**src/rtl/plic_pkg.sv**
```systemverilog
// Shared types and helpers for the PLIC claim/EOI controller.
package plic_pkg;
  localparam int NUM_IRQ_DEF = 8;
  localparam int VEC_W_DEF   = 4;
  localparam logic [VEC_W_DEF-1:0] VEC_NONE = '1;

  typedef enum logic [1:0] {
    IDLE    = 2'd0,
    QUAL    = 2'd1,
    ASSERT  = 2'd2,
    SERVICE = 2'd3
  } claim_state_t;

  function automatic logic [31:0] vec2onehot(input logic [7:0] vec);
    return 32'd1 << vec;
  endfunction
endpackage

```
**src/rtl/plic_timeout_cnt.sv**
```systemverilog
// Clearable saturating up-counter; clear has priority over increment.
module plic_timeout_cnt #(
  parameter int W = 8
) (
  input  logic         pclk,
  input  logic         preset_n,
  input  logic         clr_i,
  input  logic         inc_i,
  output logic [W-1:0] cnt_o
);
  logic [W-1:0] cnt_q, cnt_d;

  always_comb begin
    cnt_d = cnt_q;
    if (clr_i) begin
      cnt_d = '0;
    end else if (inc_i && (cnt_q != '1)) begin
      cnt_d = cnt_q + 1'b1;
    end
  end

  always_ff @(posedge pclk or negedge preset_n) begin
    if (!preset_n) begin
      cnt_q <= '0;
    end else begin
      cnt_q <= cnt_d;
    end
  end

  assign cnt_o = cnt_q;
endmodule

```
**src/rtl/plic_claim_ctrl.sv**
```systemverilog
// CPU-facing PLIC end: qualifies the arbitrated vector, raises cpu_irq and
// runs the claim / EOI handshake with a single interrupt in service.
module plic_claim_ctrl
  import plic_pkg::*;
#(
  parameter int NUM_IRQ    = NUM_IRQ_DEF,
  parameter int VEC_W      = VEC_W_DEF,
  parameter int STABLE_CYC = 2,
  parameter int CLAIM_TO   = 64
) (
  input  logic               pclk,
  input  logic               preset_n,
  input  logic               intr_ev,
  input  logic [VEC_W-1:0]   vecto_no,
  input  logic               I_flag,
  output logic               cpu_irq,
  input  logic               claim_req,
  output logic               claim_vld,
  output logic [VEC_W-1:0]   claim_vec,
  input  logic               eoi_req,
  input  logic [VEC_W-1:0]   eoi_vec,
  output logic [NUM_IRQ-1:0] irq_clr,
  output logic [NUM_IRQ-1:0] in_service,
  output logic               eoi_err,
  output logic               claim_to_err,
  output logic [1:0]         dbg_state
);
  localparam int QW = $clog2(STABLE_CYC + 1);
  localparam int TW = $clog2(CLAIM_TO + 1);

  claim_state_t state_q, state_d;
  logic [VEC_W-1:0]   act_vec_q, act_vec_d;
  logic               cpu_irq_q, cpu_irq_d;
  logic               claim_vld_q, claim_vld_d;
  logic [VEC_W-1:0]   claim_vec_q, claim_vec_d;
  logic [NUM_IRQ-1:0] irq_clr_q, irq_clr_d;
  logic [NUM_IRQ-1:0] in_service_q, in_service_d;
  logic               eoi_err_q, eoi_err_d;
  logic               claim_to_err_q, claim_to_err_d;

  logic [QW-1:0]      qual_cnt;
  logic [TW-1:0]      to_cnt;
  logic               qual_done, to_done, vec_in_range;
  logic [NUM_IRQ-1:0] act_onehot;

  // Both counters run only while their owning state is active and clear otherwise.
  plic_timeout_cnt #(.W(QW)) u_qual_cnt (
    .pclk     (pclk),
    .preset_n (preset_n),
    .clr_i    (state_q != QUAL),
    .inc_i    (state_q == QUAL),
    .cnt_o    (qual_cnt)
  );

  plic_timeout_cnt #(.W(TW)) u_to_cnt (
    .pclk     (pclk),
    .preset_n (preset_n),
    .clr_i    (state_q != ASSERT),
    .inc_i    (state_q == ASSERT),
    .cnt_o    (to_cnt)
  );

  assign qual_done    = (qual_cnt == QW'(STABLE_CYC - 1));
  assign to_done      = (to_cnt == TW'(CLAIM_TO - 1));
  assign vec_in_range = (32'(vecto_no) < NUM_IRQ);
  assign act_onehot   = NUM_IRQ'(vec2onehot(8'(act_vec_q)));

  always_comb begin
    state_d        = state_q;
    act_vec_d      = act_vec_q;
    cpu_irq_d      = cpu_irq_q;
    claim_vld_d    = 1'b0;
    claim_vec_d    = claim_vec_q;
    irq_clr_d      = '0;
    in_service_d   = in_service_q;
    eoi_err_d      = 1'b0;
    claim_to_err_d = 1'b0;

    // Stray strobes answer "none"/error; the state cases below override them.
    if (claim_req) begin
      claim_vld_d = 1'b1;
      claim_vec_d = '1;
    end
    if (eoi_req) begin
      eoi_err_d = 1'b1;
    end

    case (state_q)
      IDLE: begin
        if (intr_ev && I_flag && vec_in_range) begin
          act_vec_d = vecto_no;
          state_d   = QUAL;
        end
      end
      QUAL: begin
        if (!intr_ev || !I_flag || (vecto_no != act_vec_q)) begin
          state_d = IDLE;
        end else if (qual_done) begin
          cpu_irq_d = 1'b1;
          state_d   = ASSERT;
        end
      end
      ASSERT: begin
        if (claim_req) begin
          claim_vec_d  = act_vec_q;
          irq_clr_d    = act_onehot;
          in_service_d = act_onehot;
          cpu_irq_d    = 1'b0;
          state_d      = SERVICE;
        end else if (!I_flag) begin
          cpu_irq_d = 1'b0;
          state_d   = IDLE;
        end else if (to_done) begin
          claim_to_err_d = 1'b1;
          cpu_irq_d      = 1'b0;
          state_d        = IDLE;
        end
      end
      SERVICE: begin
        if (eoi_req && (eoi_vec == act_vec_q)) begin
          eoi_err_d    = 1'b0;
          in_service_d = '0;
          state_d      = IDLE;
        end
      end
      default: state_d = IDLE;
    endcase
  end

  always_ff @(posedge pclk or negedge preset_n) begin
    if (!preset_n) begin
      state_q        <= IDLE;
      act_vec_q      <= '0;
      cpu_irq_q      <= 1'b0;
      claim_vld_q    <= 1'b0;
      claim_vec_q    <= '0;
      irq_clr_q      <= '0;
      in_service_q   <= '0;
      eoi_err_q      <= 1'b0;
      claim_to_err_q <= 1'b0;
    end else begin
      state_q        <= state_d;
      act_vec_q      <= act_vec_d;
      cpu_irq_q      <= cpu_irq_d;
      claim_vld_q    <= claim_vld_d;
      claim_vec_q    <= claim_vec_d;
      irq_clr_q      <= irq_clr_d;
      in_service_q   <= in_service_d;
      eoi_err_q      <= eoi_err_d;
      claim_to_err_q <= claim_to_err_d;
    end
  end

  assign cpu_irq      = cpu_irq_q;
  assign claim_vld    = claim_vld_q;
  assign claim_vec    = claim_vec_q;
  assign irq_clr      = irq_clr_q;
  assign in_service   = in_service_q;
  assign eoi_err      = eoi_err_q;
  assign claim_to_err = claim_to_err_q;
  assign dbg_state    = state_q;
endmodule
```
**config.mk**
```make
export PLATFORM = sky130hd
export DESIGN_NAME = plic_claim_ctrl
export DESIGN_NICKNAME = d
export VERILOG_FILES = /design/src/rtl/plic_pkg.sv /design/src/rtl/plic_timeout_cnt.sv /design/src/rtl/plic_claim_ctrl.sv
export SDC_FILE = /design/constraint.sdc
export NUM_CORES = 1
export LEC_CHECK = 0
export CORE_MARGIN = 2
export CORE_UTILIZATION = 44
export CTS_BUF_LIST = sky130_fd_sc_hd__clkbuf_16
export CTS_CLUSTER_SIZE = 28
export DETAILED_ROUTE_END_ITERATION = 8
export PLACE_DENSITY = 0.81
export SLEW_MARGIN = 20
export SYNTH_ARGS = -nofsm -noshare
export SYNTH_HDL_FRONTEND = slang
export SYNTH_SLANG_ARGS = --single-unit
```
**constraint.sdc**
```tcl
create_clock -name pclk -period 1.7 [get_ports pclk]
set_clock_uncertainty 0.2 [all_clocks]
set_input_delay 0.34 -clock pclk [delete_from_list [all_inputs] [get_ports pclk]]
set_output_delay 0.34 -clock pclk [all_outputs]
set_load 0.005 [all_outputs]
```
==> results.py <==
metrics = {
    "critical_path": {
        "criticalPathCategory": "reg2reg",
        "arrival_ps": 1760,
        "crit_fanout": 3,
        "crit_slowest_cell": "dfrtp_1",
        "max_stage_delay_ps": 400,
        "crit_required_ps": 1670,
        "critPathBufInv": 0,
        "path_cells": "ha_4, nand4b_1, nor2_4, o311ai_4, a211o_1, a21o_1",
        "critical_path.top_delay_family": "compound AO/OA/AOI/OAI gates",
        "setup.worst_path.start": "u_to_cnt.cnt_o[1]",
        "r2r_start": "u_to_cnt.cnt_o[1]",
        "cp-start-kind": "flip-flop",
        "end_kind": "flip-flop",
    },
    "grt": {
        "grt_start_max_net_pins": 40,
        "antenna_found_initial": 0,
        "grt_pass1_wl_mm": 6.279,
        "grt_pass1_vias": 1393,
        "grt-ovfl-total": 0,
        "grt.total_usage_pct": 19.61,
    },
    "cts": {
        "clk_latency_ps": 280,
        "cts_made_buffers": 5,
        "root_buffer": "clkbuf_16",
        "cts.sinks": 39,
        "holdBufCountCts": 0,
        "clk_pin_slew_ps": 60,
        "cts_buffer_depth": 2,
        "htree_levels": 2,
        "cts_tree": "done",
    },
    "logic_synthesis": {
        "ys_ff_latch": 39,
        "synth_edf_count": 0,
        "synth_largest_area_cell": "dfrtp_1",
        "ys_async_sr_fraction_pct": 100.0,
        "syn_inst": 155,
        "synthTopCellsByArea": "dfrtp_1, nor2_1, a21o_1",
        "yosys_warnings": 0,
        "synth_seq_area_share_pct": 58.12,
        "synthFlopType": "dfrtp_1",
        "synth_cell_types": 36,
        "syn_area_per_cell_sq_um": 10.83,
        "synth_area_sq_um": 1679,
        "synth_nets": 172,
        "yosys.area.top_type_share_pct": 58.12,
    },
    "timing": {
        "worst_pin_slew_ps": 294.4,
        "setup_viol": 10,
        "slew_headroom_pct": 80.33,
        "hold_violations": 0,
        "setup_ws_ps": -87.23,
        "final_max_slew_viol_count": 0,
        "period_share_pct": 105.1,
        "fmax_mhz": 559.5,
        "layout_min_cycle_time_ps": 1787,
        "rsz0062_at_grt": "true",
    },
    "drt": {
        "route.vias.total": 1419,
        "drc": 0,
        "antenna_left": 0,
        "first_pass_iters": 4,
        "drt-total-wl_mm": 3.949,
        "dr.first_iter.drc_count": 46,
        "routed_via_density": 5.198,
        "wl_per_cell_um": 14.47,
    },
    "outcome": {
        "violations": "negative setup slack",
        "status": "finished with violations",
    },
    "floorplan": {
        "io_pins": 40,
        "coreArea_sq_um": 3661,
        "fp.dieW_um": 65.78,
        "start_util_pct": 45.86,
        "dieHeight_um": 65.78,
        "rows": 22,
        "dieArea_sq_um": 4326,
    },
    "power_and_ir_drop": {
        "ir_drop_uv": 839.8,
        "powerDensity_nw_per_um2": 1183,
        "p_leak_uw": 0.001229,
    },
    "placement": {
        "numPortBuffers": 39,
        "place_area_sq_um": 2296,
        "hpwl_mm": 2.805,
        "place.gp.congestion": 0.8323,
        "dp_cells": 258,
    },
    "cells_and_area": {
        "multi_input_area_sq_um": 749.5,
        "instances_no_fill": 273,
        "drive_gt1_share_pct": 23.56,
        "design_area_sq_um": 2551,
        "fin_nets": 241,
        "fillers": 256,
        "area_growth_pct": 51.94,
        "seqCellArea_sq_um": 977.2,
        "layout_common_cells": "dfrtp_1, clkdlybuf4s50_1, nor2_1, buf_4, a21o_1",
        "final_common_cell": "dfrtp_1",
        "antenna_cells": 0,
    },
    "flow_run": {
        "maxCapViolations": 0,
    },
    "hold_path": {
        "hp-class": "in2async",
    },
}
-- worst paths after layout --
path | end | slack (ps) | cells after the start
max | dbg_state[0] | -90 | 6
min | irq_clr[6] | 240 | 2
max reg2reg | dbg_state[0] | -90 | 6
min in group pclk | in_service[1] | 280 | 1
max in group asynchronous | dbg_state[1] | 870 | 2
min reg2reg | in_service[1] | 280 | 1
-- cells by family after synthesis --
| kind of cell | share of synthesized area [%] |
|---|---|
| mux | 2.608 |
| fa+ha+maj | 2.236 |
| xor+xnor | 5.738 |
| flops | 58.12 |
| simple gates | 17.74 |
| compound gates | 11.48 |
| buf+inv | 2.086 |
-- metal layers --
layer,global-route usage (%),part of all wire [%]
met3,4.940,4.9
met4,8.854,2.1
met5,0,0
met2,35.86,54
met1,21.06,39
-- synthesized netlist by cell type (2+ instances only) --
library cell and number:
a21o_1 10, a21oi_1 6, a31oi_1 3, and2_1 3, buf_2 4, dfrtp_1 39
ha_1 3, inv_1 2, mux2_2 3, nand2_1 9, nand2b_1 5, nand4_1 2
nor2_1 28, nor3_1 4, o21ai_0 4, xnor2_1 5, xor2_1 6
-- per-stage QoR --
stage	hold slack [ps]	power [uW]	TNS [ps]	utilization [%]	setup WS, ps
floorplan	-155.6	1653	0	-	10.84
global placement	264.1	2025	-3762	62.71	-295.4
detailed placement	265.1	2082	-4834	62.71	-409.6
CTS	242.9	2990	-129.5	67.33	-105.3
global route	248.0	3173	-1137	69.69	-140.4
finish	236.4	3017	-201.0	69.69	-87.23
-- area by class of cell --
class                      count  share of cell area [%]
clock buffer                   5                   4.904
clock inverter                 3                  0.6376
timing repair buffer          67                   23.98
sequential                    39                   38.30
multi-input combinational    108                   29.38
tap                           48                   2.354
inverter                       3                  0.4414
-- power breakdown --
group / internal [uW] / leakage [uW] / switching, uW / total, uW
logic: 525 / 0.000660 / 402 / 927
registers: 1080 / 0.000498 / 126 / 1200
clock network: 534 / 0.0000710 / 351 / 885
-- repair_timing --
action / in CTS / in global routing
cloned: 0 / 0
setup endpoints to repair: 13 / 18
pin swaps: 14 / 10
setup buffers: 2 / 5
gates resized for setup: 15 / 10
Power figures use the tool's default switching activity.
